==> config.mk <==
export PLATFORM = sky130hd
export DESIGN_NAME = chs_thermostat_ctrl_flat
export DESIGN_NICKNAME = d
export VERILOG_FILES = /design/src/rtl/chs_thermostat_ctrl_pkg.sv /design/src/rtl/chs_thermostat_ctrl_if.sv /design/src/rtl/chs_thermostat_ctrl_speed_ramp.sv /design/src/rtl/chs_thermostat_ctrl.sv /design/src/flat_wrapper.sv
export SDC_FILE = /design/constraint.sdc
export NUM_CORES = 1
export LEC_CHECK = 0
export CAP_MARGIN = 20
export CORE_ASPECT_RATIO = 1.1
export CORE_MARGIN = 1
export CORE_UTILIZATION = 54
export CTS_CLUSTER_DIAMETER = 30
export DETAILED_ROUTE_END_ITERATION = 10
export MAX_ROUTING_LAYER = met4
export PLACE_DENSITY = 0.85
export SETUP_SLACK_MARGIN = 0.02
export SLEW_MARGIN = 25
export SYNTH_ARGS = -nofsm -noshare
export SYNTH_HDL_FRONTEND = slang
export SYNTH_HIERARCHICAL = 1
export SYNTH_SLANG_ARGS = --single-unit
==> constraint.sdc <==
create_clock -name clk -period 4.76 [get_ports clk]
set_input_delay 0.714 -clock clk [delete_from_list [all_inputs] [get_ports clk]]
set_output_delay 0.714 -clock clk [all_outputs]
set_load 0.01 [all_outputs]
==> src/rtl/chs_thermostat_ctrl_pkg.sv <==
// Shared types, default parameter values and small arithmetic helpers for the
// thermostat controller and its speed ramp.
package chs_thermostat_ctrl_pkg;

    // State encoding is visible on the state output: IDLE=0, HEAT=1, COOL=2, DEAD=3.
    typedef enum logic [1:0] {
        StIdle = 2'd0,
        StHeat = 2'd1,
        StCool = 2'd2,
        StDead = 2'd3
    } chs_state_e;

    localparam int unsigned DefHyst    = 2;
    localparam int unsigned DefDwell   = 16;
    localparam int unsigned DefRampDiv = 4;
    localparam int unsigned DefStep    = 8;
    localparam int unsigned DefGainSh  = 3;

    // Unsigned absolute difference of two 8-bit values.
    function automatic logic [7:0] abs_diff(input logic [7:0] a, input logic [7:0] b);
        return (a >= b) ? (a - b) : (b - a);
    endfunction

    // Left shift with saturation at 255.
    function automatic logic [7:0] sat_shl(input logic [7:0] v, input int unsigned sh);
        logic [15:0] w;
        w = {8'd0, v} << sh;
        return (w > 16'd255) ? 8'hff : w[7:0];
    endfunction

endpackage

==> src/rtl/chs_thermostat_ctrl_if.sv <==
// Sensor/user-register side and cool/heat datapath side of the thermostat
// controller, bundled as one interface.
interface chs_thermostat_ctrl_if;

    logic       enable;
    logic [7:0] temp;
    logic       temp_vld;
    logic [7:0] setpoint;
    logic [7:0] speed;
    logic [7:0] chs_conf;
    logic [1:0] state;
    logic       sample_err;

    // Driver of samples and user settings.
    modport master (
        output enable, temp, temp_vld, setpoint,
        input  speed, chs_conf, state, sample_err
    );

    // The controller itself.
    modport slave (
        input  enable, temp, temp_vld, setpoint,
        output speed, chs_conf, state, sample_err
    );

endinterface

==> src/rtl/chs_thermostat_ctrl_speed_ramp.sv <==
// Rate-limited fan speed: a free-running prescaler gates steps of STEP toward
// the target, landing exactly on the target without overshoot or wrap.
module chs_thermostat_ctrl_speed_ramp
    import chs_thermostat_ctrl_pkg::*;
#(
    parameter int unsigned RAMP_DIV = DefRampDiv,
    parameter int unsigned STEP     = DefStep
) (
    input  logic       clk,
    input  logic       arst,
    input  logic [7:0] target_i,
    output logic [7:0] speed_o
);

    localparam int unsigned    PW      = (RAMP_DIV > 1) ? $clog2(RAMP_DIV) : 1;
    localparam logic [PW-1:0]  PresMax = PW'(RAMP_DIV - 1);
    localparam logic [8:0]     Step9   = 9'(STEP);

    logic [PW-1:0] presc_q, presc_d;
    logic          wrap;
    logic [7:0]    speed_q, speed_d;
    logic [8:0]    up_sum;
    logic [8:0]    dn_diff;

    // Prescaler counts 0..RAMP_DIV-1 and flags the wrap cycle.
    always_comb begin
        wrap    = (presc_q == PresMax);
        presc_d = wrap ? '0 : presc_q + PW'(1);
    end

    // Step toward target on wrap; bit 8 of dn_diff flags an underflow.
    always_comb begin
        up_sum  = {1'b0, speed_q} + Step9;
        dn_diff = {1'b0, speed_q} - Step9;
        speed_d = speed_q;
        if (wrap) begin
            if (target_i > speed_q) begin
                speed_d = (up_sum >= {1'b0, target_i}) ? target_i : up_sum[7:0];
            end else if (target_i < speed_q) begin
                speed_d = (dn_diff[8] || (dn_diff[7:0] <= target_i)) ? target_i : dn_diff[7:0];
            end
        end
    end

    // Prescaler and speed registers; reset aborts any ramp in progress.
    always_ff @(posedge clk or posedge arst) begin
        if (arst) begin
            presc_q <= '0;
            speed_q <= 8'd0;
        end else begin
            presc_q <= presc_d;
            speed_q <= speed_d;
        end
    end

    assign speed_o = speed_q;

endmodule

==> src/rtl/chs_thermostat_ctrl.sv <==
// Closed-loop thermostat controller: hysteresis, per-state dwell, forced
// ramp-down changeover through DEAD, and the chs_conf degree mux.
module chs_thermostat_ctrl
    import chs_thermostat_ctrl_pkg::*;
#(
    parameter int unsigned HYST     = DefHyst,
    parameter int unsigned DWELL    = DefDwell,
    parameter int unsigned RAMP_DIV = DefRampDiv,
    parameter int unsigned STEP     = DefStep,
    parameter int unsigned GAIN_SH  = DefGainSh
) (
    input logic                  clk,
    input logic                  arst,
    chs_thermostat_ctrl_if.slave bus_io
);

    localparam int unsigned   DW       = (DWELL > 1) ? $clog2(DWELL) : 1;
    localparam logic [DW-1:0] DwellMax = DW'(DWELL - 1);
    localparam logic [8:0]    Hyst9    = 9'(HYST);

    chs_state_e    state_q, state_d;
    logic [DW-1:0] dwell_q, dwell_d;
    logic [7:0]    t_q, sp_q;
    logic [7:0]    chs_conf_q, chs_conf_d;
    logic          sample_err_q, sample_err_d;
    logic          dwell_exp;
    logic          active;
    logic [8:0]    sp9, lo9, hi9;
    logic [8:0]    temp9;
    logic [7:0]    target;
    logic [7:0]    speed;

    // Thresholds come from the incoming setpoint, since transitions are judged
    // against the sample arriving this cycle rather than the latched one.
    always_comb begin
        sp9   = {1'b0, bus_io.setpoint};
        temp9 = {1'b0, bus_io.temp};
        lo9   = (sp9 >= Hyst9) ? (sp9 - Hyst9) : 9'd0;
        hi9   = ((sp9 + Hyst9) > 9'd255) ? 9'd255 : (sp9 + Hyst9);
    end

    // Next-state logic; enable low drags HEAT/COOL to DEAD regardless of dwell.
    always_comb begin
        state_d   = state_q;
        dwell_exp = (dwell_q == '0);
        unique case (state_q)
            StIdle: begin
                if (bus_io.enable && bus_io.temp_vld && dwell_exp) begin
                    if (temp9 < lo9) begin
                        state_d = StHeat;
                    end else if (temp9 > hi9) begin
                        state_d = StCool;
                    end
                end
            end
            StHeat: begin
                if (!bus_io.enable) begin
                    state_d = StDead;
                end else if (bus_io.temp_vld && dwell_exp &&
                             (bus_io.temp >= bus_io.setpoint)) begin
                    state_d = StDead;
                end
            end
            StCool: begin
                if (!bus_io.enable) begin
                    state_d = StDead;
                end else if (bus_io.temp_vld && dwell_exp &&
                             (bus_io.temp <= bus_io.setpoint)) begin
                    state_d = StDead;
                end
            end
            StDead: begin
                if ((speed == 8'd0) && dwell_exp) begin
                    state_d = StIdle;
                end
            end
            default: state_d = StIdle;
        endcase
    end

    // Dwell reloads on every state change, otherwise counts down and sticks at 0.
    always_comb begin
        dwell_d = dwell_q;
        if (state_d != state_q) begin
            dwell_d = DwellMax;
        end else if (dwell_q != '0) begin
            dwell_d = dwell_q - DW'(1);
        end
    end

    // Target speed, the chs_conf mux (idle shows zero error) and the rail flag.
    always_comb begin
        active       = (state_q == StHeat) || (state_q == StCool);
        target       = active ? sat_shl(abs_diff(t_q, sp_q), GAIN_SH) : 8'd0;
        chs_conf_d   = active ? t_q : sp_q;
        sample_err_d = bus_io.temp_vld && ((bus_io.temp == 8'd0) || (bus_io.temp == 8'hff));
    end

    // State, dwell, sample latches and registered outputs.
    always_ff @(posedge clk or posedge arst) begin
        if (arst) begin
            state_q      <= StIdle;
            dwell_q      <= DwellMax;
            t_q          <= 8'd0;
            sp_q         <= 8'd0;
            chs_conf_q   <= 8'd0;
            sample_err_q <= 1'b0;
        end else begin
            state_q      <= state_d;
            dwell_q      <= dwell_d;
            chs_conf_q   <= chs_conf_d;
            sample_err_q <= sample_err_d;
            if (bus_io.temp_vld) begin
                t_q  <= bus_io.temp;
                sp_q <= bus_io.setpoint;
            end
        end
    end

    chs_thermostat_ctrl_speed_ramp #(
        .RAMP_DIV (RAMP_DIV),
        .STEP     (STEP)
    ) u_speed_ramp (
        .clk      (clk),
        .arst     (arst),
        .target_i (target),
        .speed_o  (speed)
    );

    assign bus_io.speed      = speed;
    assign bus_io.chs_conf   = chs_conf_q;
    assign bus_io.state      = state_q;
    assign bus_io.sample_err = sample_err_q;

endmodule

==> src/flat_wrapper.sv <==
// flat-port wrapper written by rule: the top's interface ports become plain ports
module chs_thermostat_ctrl_flat import chs_thermostat_ctrl_pkg::*;
#(
    parameter int unsigned HYST     = DefHyst,
    parameter int unsigned DWELL    = DefDwell,
    parameter int unsigned RAMP_DIV = DefRampDiv,
    parameter int unsigned STEP     = DefStep,
    parameter int unsigned GAIN_SH  = DefGainSh
)
  (clk, arst, bus_io_enable, bus_io_temp, bus_io_temp_vld, bus_io_setpoint, bus_io_speed, bus_io_chs_conf, bus_io_state, bus_io_sample_err);
  chs_thermostat_ctrl_if bus_io_i ();
  input logic clk;
  input logic arst;
  input wire logic [$bits(bus_io_i.enable)-1:0] bus_io_enable;
  input wire logic [$bits(bus_io_i.temp)-1:0] bus_io_temp;
  input wire logic [$bits(bus_io_i.temp_vld)-1:0] bus_io_temp_vld;
  input wire logic [$bits(bus_io_i.setpoint)-1:0] bus_io_setpoint;
  output wire logic [$bits(bus_io_i.speed)-1:0] bus_io_speed;
  output wire logic [$bits(bus_io_i.chs_conf)-1:0] bus_io_chs_conf;
  output wire logic [$bits(bus_io_i.state)-1:0] bus_io_state;
  output wire logic [$bits(bus_io_i.sample_err)-1:0] bus_io_sample_err;
  assign bus_io_i.enable = bus_io_enable;
  assign bus_io_i.temp = bus_io_temp;
  assign bus_io_i.temp_vld = bus_io_temp_vld;
  assign bus_io_i.setpoint = bus_io_setpoint;
  assign bus_io_speed = bus_io_i.speed;
  assign bus_io_chs_conf = bus_io_i.chs_conf;
  assign bus_io_state = bus_io_i.state;
  assign bus_io_sample_err = bus_io_i.sample_err;
  chs_thermostat_ctrl #(.HYST(HYST), .DWELL(DWELL), .RAMP_DIV(RAMP_DIV), .STEP(STEP), .GAIN_SH(GAIN_SH)) u_core (.clk(clk), .arst(arst), .bus_io(bus_io_i));
endmodule
Word level (Yosys, flattened, before mapping):

Cells that the tools add are included.

* $add $sub $neg: 8
* magnitude comparators: 12
* equal/unequal tests: 6
* multiplexer cells: 22
* reductions and logical operators: 18

Operator list (count)
* 8-bit two-way mux: 8
* 2-bit two-way mux: 9
* 9-bit two-way mux: 2
* 8-bit greater-or-equal comparator: 2
* 8-bit less-or-equal comparator: 2
* 8-bit zero test: 2
* 8-bit subtractor: 2
* 11-bit by 8-bit > comparator with 1-bit output (second input constant): 1
* 8-bit by 2-bit adder with 9-bit output (second input constant): 1
* 8-bit by 4-bit adder with 9-bit output (second input constant): 1
* 9-bit by 8-bit greater-or-equal comparator with 1-bit output: 1
* 8-bit by 9-bit > comparator with 1-bit output: 1
* 9-bit by 8-bit > comparator with 1-bit output (second input constant): 1
* 8-bit by 9-bit less-than comparator with 1-bit output: 1
* 8-bit by 2-bit subtractor with 9-bit output (second input constant): 1
* 8-bit by 4-bit subtractor with 9-bit output (second input constant): 1
* 8-bit equality test (second input constant): 1
* 8-bit by 2-bit greater-or-equal comparator with 1-bit output (second input constant): 1
* 8-bit > comparator: 1
* 8-bit less-than comparator: 1
* 4-bit two-way mux: 2
* 2-bit case mux with 4 select lines: 1
* 1-bit logical AND: 7
* 2-bit equality test (second input constant): 3
* other kinds (10): 13

* flip-flop bits (word level): 41
* bits of input ports: 20
* output and inout bits: 19
* logic and storage cells: 74

Depth between registers and ports, before layout:

Gate-level depths: netlist of run 1.

* depth in word-level cells: 10
* gate-level depth with buffers: 20

Modules after synthesis:

The synthesis of run 1 kept the hierarchy.

Modules (own cells, without submodules)
* chs_thermostat_ctrl: times used 1, cells each 384, area an instance 3139.3 µm², sequential area each 780.7 µm²
* chs_thermostat_ctrl_speed_ramp: times used 1, cells each 135, area an instance 1206.2 µm², sequential area each 250.2 µm²

Worst setup path before layout of run 1:

Ideal clock, no wire load.

* path kind: register to register
* start point: register u_core.t_q[3]
* end point: register u_core.u_speed_ramp.speed_q[5], in the netlist u_core/u_speed_ramp/speed_o[5]
* arrival: 4.432 ns
* path slack: 0.263 ns
* cell stages (with the launch flop): 20
* path buffers: 2
* period minus slack after synthesis: 4.497 ns
* path through: dfrtp_1 inv_1 ha_1 clkbuf_1 a21oi_1 nand2_1 o211a_1 nor2_1 a211oi_1 a2111oi_2 a21boi_1 ha_1 a211oi_2 nor2_1 or3b_1 o21a_1 buf_6 or4_1 o21ai_1 a211o_1

* cells in the longest elaborated chain, start to end: 10

RTL lines
* start: declaration: line chs_thermostat_ctrl.sv:23 `logic [7:0] t_q, sp_q;`
* start signal: assignment: line chs_thermostat_ctrl.sv:114 `t_q <= bus_io.temp;`
* 8-bit subtractor / 8-bit greater-or-equal comparator (equally long branches): line chs_thermostat_ctrl_pkg.sv:21 `return (a >= b) ? (a - b) : (b - a);`
* 8-bit two-way mux (*): line chs_thermostat_ctrl_pkg.sv:21
* 11-bit by 8-bit > comparator with 1-bit output: line chs_thermostat_ctrl_pkg.sv:28 `return (w > 16'd255) ? 8'hff : w[7:0];`
* 8-bit two-way mux (*): line chs_thermostat_ctrl_pkg.sv:28
* 8-bit two-way mux (*): line chs_thermostat_ctrl.sv:94 `target = active ? sat_shl(abs_diff(t_q, sp_q), GAIN_SH) : 8'd0;`
* named net u_core.target[5]: line chs_thermostat_ctrl.sv:30 `logic [7:0] target;`
* 8-bit less-or-equal comparator: line chs_thermostat_ctrl_speed_ramp.sv:40 `speed_d = (dn_diff[8] || (dn_diff[7:0] <= target_i)) ? target_i : dn_diff[7:0];`
* 1-bit logical OR: line chs_thermostat_ctrl_speed_ramp.sv:40
* 8-bit two-way mux: line chs_thermostat_ctrl_speed_ramp.sv:40
* 8-bit two-way mux: line chs_thermostat_ctrl_speed_ramp.sv:39 `end else if (target_i < speed_q) begin`
* 8-bit two-way mux: line chs_thermostat_ctrl_speed_ramp.sv:37 `if (target_i > speed_q) begin`
* end signal: assignment: line chs_thermostat_ctrl_speed_ramp.sv:52 `speed_q <= speed_d;`
* end: declaration: line chs_thermostat_ctrl_speed_ramp.sv:21 `logic [7:0] speed_q, speed_d;`

The timed path passes the listed nets; every way through them passes the cells marked *. The select of a mux whose other input is x is not followed.
A chain may end at the register's enable or synchronous reset.

Worst setup path after layout of run 1:

* start point: register u_core.t_q[0]
* end point: register u_core.u_speed_ramp.speed_q[6], in the netlist u_core/u_speed_ramp/speed_o[6]

The elaborated chain is that of the path after synthesis.

==> summary.md, run 1 <==
| Metric | Value |
|---|---|
| Routed WL | roughly 12,000 µm |
| Cell variety after synth | 70 |
| Detailed Routing Iterations Pass 1 | 5 |
| Via/cell ratio | between 6 and 7 |
| P_int | between 1500 and 2000 µW |
| Synth Cell Area | between 4000 and 5000 µm² |
| Global route overflow | 0 |
| Initial antenna violation count | 0 |
| Net Switching | 1530 µW |
| CP endpoint kind | flip-flop |
| Initial core utilization | a little under three fifths |
| CP required | roughly 5.0 ns |
| Startpoint types | flip-flop |
| EDFF count, synth | 0 |
| Main synth FF type | dfrtp_1 |
| Cell area after layout | approximately 5200 µm² |
| Placed Cells | 661 |
| Combinational power share | ~73% |
| Worst IR Drop VDD | slightly below 0.3 mV |
| Root Buffer | clkbuf_8 |
| Post-route setup TNS | 0 ns |
| Post-route DRC | 0 |
| Worst clock skew | 0.00861 ns |
| Worst EP arrival | between 4 and 5 ns |
| Clk Latency, worst-skew pair | around 0.30 ns |
| CTS tree | done |
| Hold Vio Cnt, Final | 0 |
| Most area-consuming cells after synthesis | dfrtp_1, ha_1, o21ai_0 |
| Tot GR Track Use | around 28% |
| Worst Setup SP | u_core/t_q[0] |
| I/O Buffers | 38 |
| Max FO, Critical Path | 8 |
| Avg Inst Size Synth | 8.37 µm² |
| Die W | approximately 88 µm |
| Status | completed |
| Non-filler cells, final | between 600 and 700 |
| Minimum clock period | 4.67 ns |
| Placement Cell Area | between 4000 and 5000 µm² |
| Htree depth | 2 |
| Worst min path class | reg -> reg |
| Cell row count | 33 |
| Max-cap violations | 0 |
| Static Leakage | between 0.002 and 0.0025 µW |
| DR vias | 4,190 |
| Fin crit share | around 100% |
| Tot Pwr | ~3200 µW |
| Syn-to-layout area delta | 19.9% |
| Net count after synthesis | 610 |
| Die H | around 96 µm |
| Flops & latches, synth | 41 |
| Ys Warns | 6 |
| FF+latch area | 1030 µm² |
| Critical path class | reg -> reg |
| CTS Buf Count | 5 |
| DRT iter0 DRCs | 320 |
| Vias in the first global route | ~3,900 |
| Clock power frac | around a tenth |
| Post-synth ARST share | between 90% and 100% |
| Diode count | 0 |
| DR WL/cell | between 15 and 20 µm |
| # clock sinks | 41 |
| Final setup vio count | 0 |
| RSZ-0062 raised after global routing | true |
| Reg2reg start | u_core/t_q[0] |
| Flop pwr share | between 10% and 20% |
| Synth top area share | a little over a fifth |
| DIE AREA | ~8400 µm² |
| Rel. slew slack | between 50% and 60% |
| Gpl congestion | approximately 0.94 |
| I/O pin total | 39 |
| Fillers | roughly 610 |
| Switching Fraction | between 40% and 50% |
| Dpl hpwl | between 8000 and 9000 µm |
| First-pass GRT wire length | 18,200 µm |
| Mapped Cells | between 500 and 600 |
| Sequential area share after synthesis | 23.7% |
| Max Root-Sink Buffers | 2 |
| Final Slew Violations | 0 |
| CTS Hold Buffers Added | 0 |
| Multi-input logic area | 3140 µm² |
| Total core area | 7640 µm² |
| Dominant cell type by area after synthesis | dfrtp_1 |
| Slew at the pin with the worst max-slew slack | between 0.6 and 0.7 ns |
| Pin count of the biggest net entering global routing | 34 |
| CTS clk-pin slew, worst paths | 0.09 ns |
| FMAX | 0.214 GHz |
| Power Density | slightly above 600 nW/µm² |
| Share of cells above drive strength 1 | ~14% |
| Post-DRT Antenna Nets | 0 |
| HP Start | u_core/u_speed_ramp/presc_q[0] |
| Nets@finish | roughly 670 |
[layer usage]
metal,track usage [%],wire [µm]
met1,34.6,4820
met2,48.5,5710
met3,1.89,606
met4,13.1,446
met5,-,0
[worst max-delay path: stages, from the launching register on]
cell,delay (ns)
dfrtp_1,0.37
inv_1,0.08
ha_1,0.23
fa_2,0.36
nand3b_1,0.23
nand2_2,0.14
o211a_4,0.20
nor3_1,0.07
a211oi_2,0.27
a2111oi_2,0.08
buf_4,0.16
buf_4,0.13
buf_4,0.12
a21boi_2,0.22
inv_1,0.08
ha_2,0.33
nor2b_2,0.15
nand4_1,0.19
buf_4,0.20
a31oi_4,0.23
o311ai_4,0.20
nor3b_4,0.23
a211o_1,0.30
[final cells by class]
type / instances / area share (%)
repair buffers: 64 / 11.0
flip-flops and latches: 41 / 19.8
well taps: 105 / 2.52
inverters: 55 / 4.06
clock inverters: 1 / 0.576
clock buffers: 7 / 1.66
multi-input cells: 407 / 60.4
[cell families (layout without fill, tap and decap cells)]
logic type | Yosys count | in the layout | synth area share (%)
simple gates | 164 | 164 | 20.0
compound gates | 145 | 145 | 23.1
fa+ha+maj | 71 | 71 | 20.8
buf+inv | 71 | 127 | 6.59
flops | 41 | 41 | 23.7
xor+xnor | 16 | 16 | 3.22
mux | 11 | 11 | 2.59
[power groups by stage]
stage / logic, µW / clock network [µW] / registers [µW]
after global placement: 1960 / 0 / 564
final: 2300 / 298 / 568
after global routing: 2500 / 313 / 580
after floorplan: 1390 / 0 / 571
after CTS: 2080 / 301 / 562
after detailed placement: 2020 / 0 / 569
[stage by stage]
stage                     worst slack [ns]  utilization, %  hold slack [ns]
after global placement              0.0577            64.1            0.413
after CTS                           0.0202            66.0            0.434
after global routing               -0.0719            68.2            0.472
after detailed placement           -0.0508            64.1            0.423
after floorplan                      0.263               -            0.403
final                               0.0916            68.2            0.432
[layout by cell type, fill, tap and decap left out, drive strengths merged, types with 12 or more instances in the layout]
| master | Yosys | routed |
|---|---|---|
| nand2 | 56 | 56 |
| clkdlybuf4s50 | 0 | 38 |
| buf | 3 | 26 |
| inv | 54 | 54 |
| o21ai | 49 | 49 |
| nor2 | 22 | 22 |
| ha | 69 | 69 |
| a21oi | 20 | 20 |
| dfrtp | 37 | 37 |
| nor3 | 12 | 12 |
[state kept, by name (all words and copies together) (netlist names)]
register                     count
u_core/bus_io.chs_conf           8
u_core/bus_io.sample_err         1
u_core/bus_io.state              2
u_core/dwell_q                   4
u_core/sp_q                      8
u_core/t_q                       8
u_core/u_speed_ramp/presc_q      2
u_core/u_speed_ramp/speed_o      8
[synthesized netlist by cell type, drive strengths merged, types with 7 or more instances]
cell type / number
nor3b: 8
ha: 69
nor3: 12
o21a: 8
a211oi: 10
nand2: 56
nor2b: 11
mux2i: 9
nor2: 22
a21oi: 20
inv: 54
nand3: 7
nand4: 11
nor4: 8
dfrtp: 37
clkbuf: 13
o21ai: 49
xnor2: 11
[worst paths after layout]
| kind | endpoint | slack [ns] | depth (start not counted) |
|---|---|---|---|
| setup / recovery | u_core/u_speed_ramp/speed_o[6] | 0.09 | 22 |
| hold / removal | u_core/u_speed_ramp/presc_q[0] | 0.43 | 1 |
| setup reg to reg | u_core/u_speed_ramp/speed_o[6] | 0.09 | 22 |
| hold reg to reg | u_core/u_speed_ramp/presc_q[0] | 0.43 | 1 |
| max in group asynchronous | u_core/dwell_q[0] | 3.62 | 3 |
| min in group asynchronous | u_core/u_speed_ramp/presc_q[1] | 0.71 | 2 |
[timing repair]
item / 4_1_cts / 5_1_grt
buffers inserted: 1 / 10
setup endpoints to repair: 6 / 8
gates resized for setup: 4 / 23
pin swaps: 2 / 8
(Power assumes the default switching activity.)
==> run 2, diff against run 1 <==
==> constraint.sdc (replaced) <==
create_clock -name clk -period 4 [get_ports clk]
set_input_delay 0.6 -clock clk [delete_from_list [all_inputs] [get_ports clk]]
set_output_delay 0.6 -clock clk [all_outputs]
set_load 0.01 [all_outputs]
==> run 2 against run 1 <==
Effect of this change:
- the flow now finishes with violations (negative setup slack)
- die area is the same
- wire length grew 33%
- critical path depth shrank 2
- sequential cell count is the same
- combinational power grew 65%
==> summary.md, run 2 (synthesized netlist as in run 1, its figures left out) <==
| Metric | Value |
|---|---|
| Status | finished with violations |
| Failing checks | negative setup slack |
| Hold Path Cell Cnt | 1 (unchanged) |
| Minimum clock period | 4.60 ns (-0.0669 ns) |
| Worst reg-to-reg path cell count | 20 (-9.1%) |
| CTS Buf Count | 5 (unchanged) |
| Final setup vio count | 8 (+8) |
| Nets@finish | 745 (+12%) |
| Worst clock skew | 0.00648 ns (-0.00212 ns) |
| Final Slew Violations | 0 (unchanged) |
| Cell row count | 33 (unchanged) |
| CTS clk-pin slew, worst paths | 0.09 ns (about the same) |
| Clk Latency, worst-skew pair | 0.30 ns (about the same) |
| Total core area | 7640 µm² (unchanged) |
| Routed WL | 15,400 µm (+33%) |
| DR vias | 4,869 (+16%) |
| Vias in the first global route | 4,860 (+24%) |
| Root Buffer | clkbuf_8 |
| Worst min path class | reg -> reg |
| Die H | 96.1 µm (unchanged) |
| Via/cell ratio | 6.41 (+4.0%) |
| Cell area after layout | 6130 µm² (+18%) |
| CTS tree | done |
| Post-DRT Antenna Nets | 0 (unchanged) |
| Dpl hpwl | 10,200 µm (+17%) |
| Slew at the pin with the worst max-slew slack | 0.646 ns (+0.0221 ns) |
| R2R setup slack | -0.60 ns (-0.69 ns) |
| Diode count | 0 (unchanged) |
| Rel. slew slack | 56.9% (-1.5 points) |
| Startpoint types | flip-flop |
| Max FO, Critical Path | 6 (-2) |
| WHS | 0.480 ns (+0.0481 ns) |
| CP required | 4.25 ns (-0.70 ns) |
| Global route overflow | 0 (unchanged) |
| Most frequent cells in the layout | buf_4, ha_1, nand2_1 |
| Worst IR Drop VDD | 0.503 mV (+72%) |
| Max-cap violations | 0 (unchanged) |
| # clock sinks | 41 (unchanged) |
| Fin crit share | 115% (+17 points) |
| FMAX | 0.217 GHz (+1.5%) |
| Max Root-Sink Buffers | 2 (unchanged) |
| Final Worst Setup Slack | -0.602 ns (-0.693 ns) |
| Tot GR Track Use | 36.6% (+8.1 points) |
| Reg2reg start | u_core/t_q[4] |
| Initial core utilization | 56.9% (unchanged) |
| Htree depth | 2 (unchanged) |
| CP endpoint kind | flip-flop |
| HP Start | u_core/u_speed_ramp/presc_q[0] |
| CTS Hold Buffers Added | 0 (unchanged) |
| Share of cells above drive strength 1 | 30.2% (+16 points) |
| Detailed Routing Iterations Pass 1 | 5 (unchanged) |
| Gpl congestion | 0.951 (+1.4%) |
| Fillers | 442 (-28%) |
| R2r endpoint | u_core/u_speed_ramp/speed_o[5] |
| DIE AREA | 8410 µm² (unchanged) |
| I/O Buffers | 38 (unchanged) |
| DR WL/cell | 20.2 µm (+19%) |
| Static Leakage | 0.00282 µW (+20%) |
| Power Density | 790 nW/µm² (+30%) |
| Die W | 87.5 µm (unchanged) |
| Placement Cell Area | 5540 µm² (+13%) |
| First-pass GRT wire length | 23,100 µm (+27%) |
| Pin count of the biggest net entering global routing | 34 (unchanged) |
| Hold Vio Cnt, Final | 0 (unchanged) |
| Worst EP arrival | 4.85 ns (about the same) |
| Syn-to-layout area delta | 41.1% |
| DRT iter0 DRCs | 477 (+49%) |
| Commonest non-fill, non-tap cell in the layout | buf_4 |
| RSZ-0062 raised after global routing | true |
| Hold Crit Endpoint | u_core/u_speed_ramp/presc_q[0] |
| Post-route DRC | 0 (unchanged) |
| Initial antenna violation count | 0 (unchanged) |
| Critical path class | reg -> reg |
| I/O pin total | 39 (unchanged) |
[run 2: what timing repair did]
| action | CTS | global route |
|---|---|---|
| cloned | 0 | 0 |
| pin swaps | 19 | 26 |
| buffers inserted | 10 | 7 |
| resized for setup | 44 | 31 |
| setup endpoints to repair | 8 | 12 |
[run 2: report_power, final]
| part | internal, µW | switching [µW] |
|---|---|---|
| Sequential | 539 | 147 |
| Clock | 188 | 165 |
| Combinational | 1820 | 1990 |
| Total | 2540 | 2300 |
[run 2: layer usage]
| layer | part of all wire (%) | track usage (%) | routed length [µm] | up-vias |
|---|---|---|---|---|
| met3 | 7.4 | 5.06 | 1140 | 95 |
| met5 | 0 | - | 0 | - |
| met2 | 49 | 65.1 | 7500 | 309 |
| met4 | 5.5 | 17.1 | 851 | 0 |
| li1 | - | - | - | 2145 |
| met1 | 38 | 40.5 | 5890 | 2320 |
[run 2: layout make-up]
type                       count  area (µm²)  area share (%)
timing repair buffer         144        1210            19.7
clock inverter                 2        38.8           0.633
clock buffer                   6        72.6            1.18
sequential                    41        1030            16.8
multi-input combinational    407        3430            56.0
inverter                      55         214            3.49
tap                          105         131            2.14
[run 2: stage by stage]
step           cells  setup TNS (ns)  utilization [%]  power [µW]  setup slack (ns)
2_1_floorplan    519           -1.95                -        2430            -0.293
3_5_place_dp     738           -6.10             72.5        3670            -0.715
3_3_place_gp     738           -3.38             72.5        3550            -0.453
5_1_grt          760           -4.66             80.2        5080            -0.687
6_report         760           -4.00             80.2        4840            -0.602
4_1_cts          756           -2.19             78.0        4410            -0.324
[run 2: how the worst max path moves through the flow]
stage,slack [ns],from,cells after the start,endpoint
floorplan,-0.29,u_core/t_q[0],19,u_core/u_speed_ramp/speed_o[5]
global placement,-0.45,u_core/t_q[0],19,u_core/u_speed_ramp/speed_o[1]
detailed placement,-0.72,u_core/t_q[0],21,u_core/u_speed_ramp/speed_o[2]
CTS,-0.32,u_core/t_q[4],20,u_core/u_speed_ramp/speed_o[6]
global route,-0.69,u_core/t_q[4],20,u_core/u_speed_ramp/speed_o[5]
finish,-0.60,u_core/t_q[4],20,u_core/u_speed_ramp/speed_o[5]
[run 2: critical path, cell delays in order, from the launching register on]
cell,delay [ns]
dfrtp_1,0.40
buf_4,0.15
ha_1,0.25
a211oi_2,0.31
nand2_1,0.14
o211a_4,0.28
nor2_2,0.14
buf_4,0.19
mux2i_2,0.30
xor2_1,0.16
a21boi_4,0.23
inv_1,0.10
ha_1,0.32
nand3_1,0.12
o22ai_1,0.12
a311oi_2,0.27
o31ai_2,0.17
buf_4,0.19
or4_1,0.49
o21ai_1,0.10
a211o_1,0.12
==> run 3, diff against run 2 <==
--- a/config.mk
+++ b/config.mk
@@ -6,7 +6,7 @@
 export NUM_CORES = 1
 export LEC_CHECK = 0
 export CAP_MARGIN = 20
-export CORE_ASPECT_RATIO = 1.1
+export CORE_ASPECT_RATIO = 1.4
 export CORE_MARGIN = 1
 export CORE_UTILIZATION = 54
 export CTS_CLUSTER_DIAMETER = 30
==> run 3 against run 2 <==
Effect of this change:
- the flow still finishes with violations (negative setup slack)
- die area about the same
- register-to-register slack gained 0.13 ns
- combinational power increased by 9.5%
- final cell count is 0.26% higher
- via count up 0.53%
==> summary.md, run 3 (synthesized netlist as in run 1, its figures left out) <==
| Metric | Value |
|---|---|
| Status | finished with violations |
| Failing checks | negative setup slack |
| Most frequent cells in the layout | buf_4, ha_1, nand2_1 |
| FF+latch area | 1030 µm² (+0.12%) |
| RSZ-0062 raised after global routing | true |
| Nets@finish | 752 (+0.94%) |
| Met3 Track Usage GR | 4.30% (-0.76 points) |
| CTS clk-pin slew, worst paths | 0.08 ns (about the same) |
| Post-DRT Antenna Nets | 0 (unchanged) |
| Diode count | 0 (unchanged) |
| Max Root-Sink Buffers | 2 (unchanged) |
| Commonest non-fill, non-tap cell in the layout | buf_4 |
| DR vias | 4,895 (+0.53%) |
| Worst slack, placed | -0.576 ns (+0.140 ns) |
| R2R setup slack | -0.47 ns (+0.13 ns) |
| DRT iter0 DRCs | 490 (+2.7%) |
| Met1 GRT Util | 37.6% (-2.8 points) |
| CP endpoint kind | flip-flop |
| Power Density | 816 nW/µm² (+3.3%) |
| Initial core utilization | 56.1% (-0.82 points) |
| Total core area | 7750 µm² (+1.5%) |
| Slew at the pin with the worst max-slew slack | 0.648 ns (+0.00265 ns) |
| Share of cells above drive strength 1 | 34.4% (+4.2 points) |
| Placement Cell Area | 5550 µm² (+0.16%) |
| Gpl congestion | 0.930 (-2.2%) |
| Die W | 77.8 µm (-11%) |
| CTS Buf Count | 5 (unchanged) |
| Final setup vio count | 8 (unchanged) |
| DIE AREA | 8410 µm² (about the same) |
| Reg2reg start | u_core/t_q[2] |
| Crit path buffers/inverters | 5 (+1) |
| Worst EP arrival | 4.72 ns (-0.13 ns) |
| Fillers | 477 (+7.9%) |
| Tot Pwr | 5120 µW (+5.7%) |
| CP required | 4.25 ns (about the same) |
| Worst min path class | reg -> reg |
| Critical-path cell list | buf_4 -> ha_1 -> a21oi_2 -> buf_4 -> a21oi_1 -> or3_1 -> a2bb2oi_2 -> a211oi_4 -> a2111oi_4 -> buf_6 -> a21boi_4 -> inv_2 -> ha_4 -> a21oi_2 -> o22ai_2 -> a311oi_2 -> o31ai_2 -> buf_4 -> or4_1 -> o21ai_1 -> a211o_1 |
| Dpl hpwl | 10,300 µm (+1.0%) |
| Worst IR Drop VDD | 0.665 mV (+32%) |
| Hold Crit Endpoint | u_core/u_speed_ramp/presc_q[0] |
| FMAX | 0.224 GHz (+2.9%) |
| CTS tree | done |
| Util after Layout | 80.9% (+0.70 points) |
| Hold Path Cell Cnt | 1 (unchanged) |
| I/O pin total | 39 (unchanged) |
| Detailed Routing Iterations Pass 1 | 5 (unchanged) |
| I/O Buffers | 38 (unchanged) |
| DR WL/cell | 20.2 µm (-0.39%) |
| Final Worst Setup Slack | -0.474 ns (+0.128 ns) |
| Hold Vio Cnt, Final | 0 (unchanged) |
| Max FO, Critical Path | 6 (unchanged) |
| Static Leakage | 0.00284 µW (+0.60%) |
| Htree depth | 2 (unchanged) |
| Routed WL | 15,400 µm (-0.12%) |
| Multi-input logic area | 3560 µm² (+3.8%) |
| Post-route DRC | 0 (unchanged) |
| Fin crit share | 112% (-3.2 points) |
| Worst clock skew | 0.00365 ns (-0.00284 ns) |
| Syn-to-layout area delta | 44.4% |
| Minimum clock period | 4.47 ns (-0.128 ns) |
| Pin count of the biggest net entering global routing | 34 (unchanged) |
| Final Slew Violations | 0 (unchanged) |
| First-pass GRT wire length | 23,000 µm (-0.32%) |
| Rel. slew slack | 56.7% (-0.18 points) |
| Critical path class | reg -> reg |
| Grt peak-use layer | met2 |
| Root Buffer | clkbuf_8 |
| Non-filler cells, final | 762 (+0.26%) |
| Delay-heaviest family, CP | compound AO/OA/AOI/OAI gates |
| Via/cell ratio | 6.42 (+0.27%) |
| # clock sinks | 41 (unchanged) |
| Cell area after layout | 6270 µm² (+2.3%) |
| CTS Hold Buffers Added | 0 (unchanged) |
| Worst reg-to-reg path cell count | 21 (+5.0%) |
| Clk Latency, worst-skew pair | 0.30 ns (about the same) |
| Startpoint types | flip-flop |
| Placed Cells | 735 (-0.41%) |
| Die H | 108 µm (+13%) |
| Most frequent CP cell | buf_4 |
| Max-cap violations | 0 (unchanged) |
| Global route overflow | 0 (unchanged) |
| Tot GR Track Use | 36.1% (-0.44 points) |
| Vias in the first global route | 4,721 (-2.9%) |
| Met2 Use GR | 66.2% (+1.1 points) |
| R2r endpoint | u_core/u_speed_ramp/speed_o[5] |
| HP Start | u_core/u_speed_ramp/presc_q[0] |
| Initial antenna violation count | 0 (unchanged) |
| Worst path slowest cell | or4_1 |
| Cell row count | 38 (+15%) |
| Worst Setup SP | u_core/t_q[2] |
| Crit-path max cell delay | 0.49 ns (about the same) |
## run 3: cell count changes in the layout (fill, tap and decap cells not counted), moves of 3 or more
cell	delta
buf_4	+6
ha_4	+4
inv_1	-5
inv_2	+6
o21ai_0	-4
ha_1	-3
## run 3: metal layers
metal | up-vias | share of wire [%]
met5 | - | 0
met4 | 0 | 5.6
met3 | 93 | 5.4
met2 | 265 | 53
met1 | 2374 | 36
li1 | 2163 | -
## run 3: final cells by class
class / instances / share of cell area, %
sequential: 41 / 16.5
inverter: 55 / 3.37
clock inverter: 2 / 0.239
multi-input combinational: 407 / 56.8
tap: 100 / 1.99
clock buffer: 6 / 1.16
timing repair buffer: 151 / 20.0
## run 3: what timing repair did
action                     in CTS  in global routing
gates resized for setup        48                 60
setup endpoints to repair       8                 12
pin swaps                      22                 27
buffers inserted                9                 11
## run 3: worst max-delay path by stage
stage / to / slack [ns] / depth (start not counted)
floorplan: u_core/u_speed_ramp/speed_o[5] / -0.29 / 19
global placement: u_core/u_speed_ramp/speed_o[0] / -0.42 / 19
detailed placement: u_core/u_speed_ramp/speed_o[1] / -0.58 / 19
CTS: u_core/u_speed_ramp/speed_o[5] / -0.24 / 20
global route: u_core/u_speed_ramp/speed_o[5] / -0.58 / 21
finish: u_core/u_speed_ramp/speed_o[5] / -0.47 / 21
## run 3: report_power, final
part           switching [µW]  internal [µW]
clock                     159            123
combinational            2110           2050
sequential                142            540
## run 3: stage by stage
| step | hold WS [ns] | setup TNS (ns) |
|---|---|---|
| 2_1_floorplan | 0.403 | -1.95 |
| 3_3_place_gp | 0.413 | -3.50 |
| 3_5_place_dp | 0.424 | -4.75 |
| 4_1_cts | 0.435 | -1.53 |
| 5_1_grt | 0.468 | -4.15 |
| 6_report | 0.431 | -3.28 |
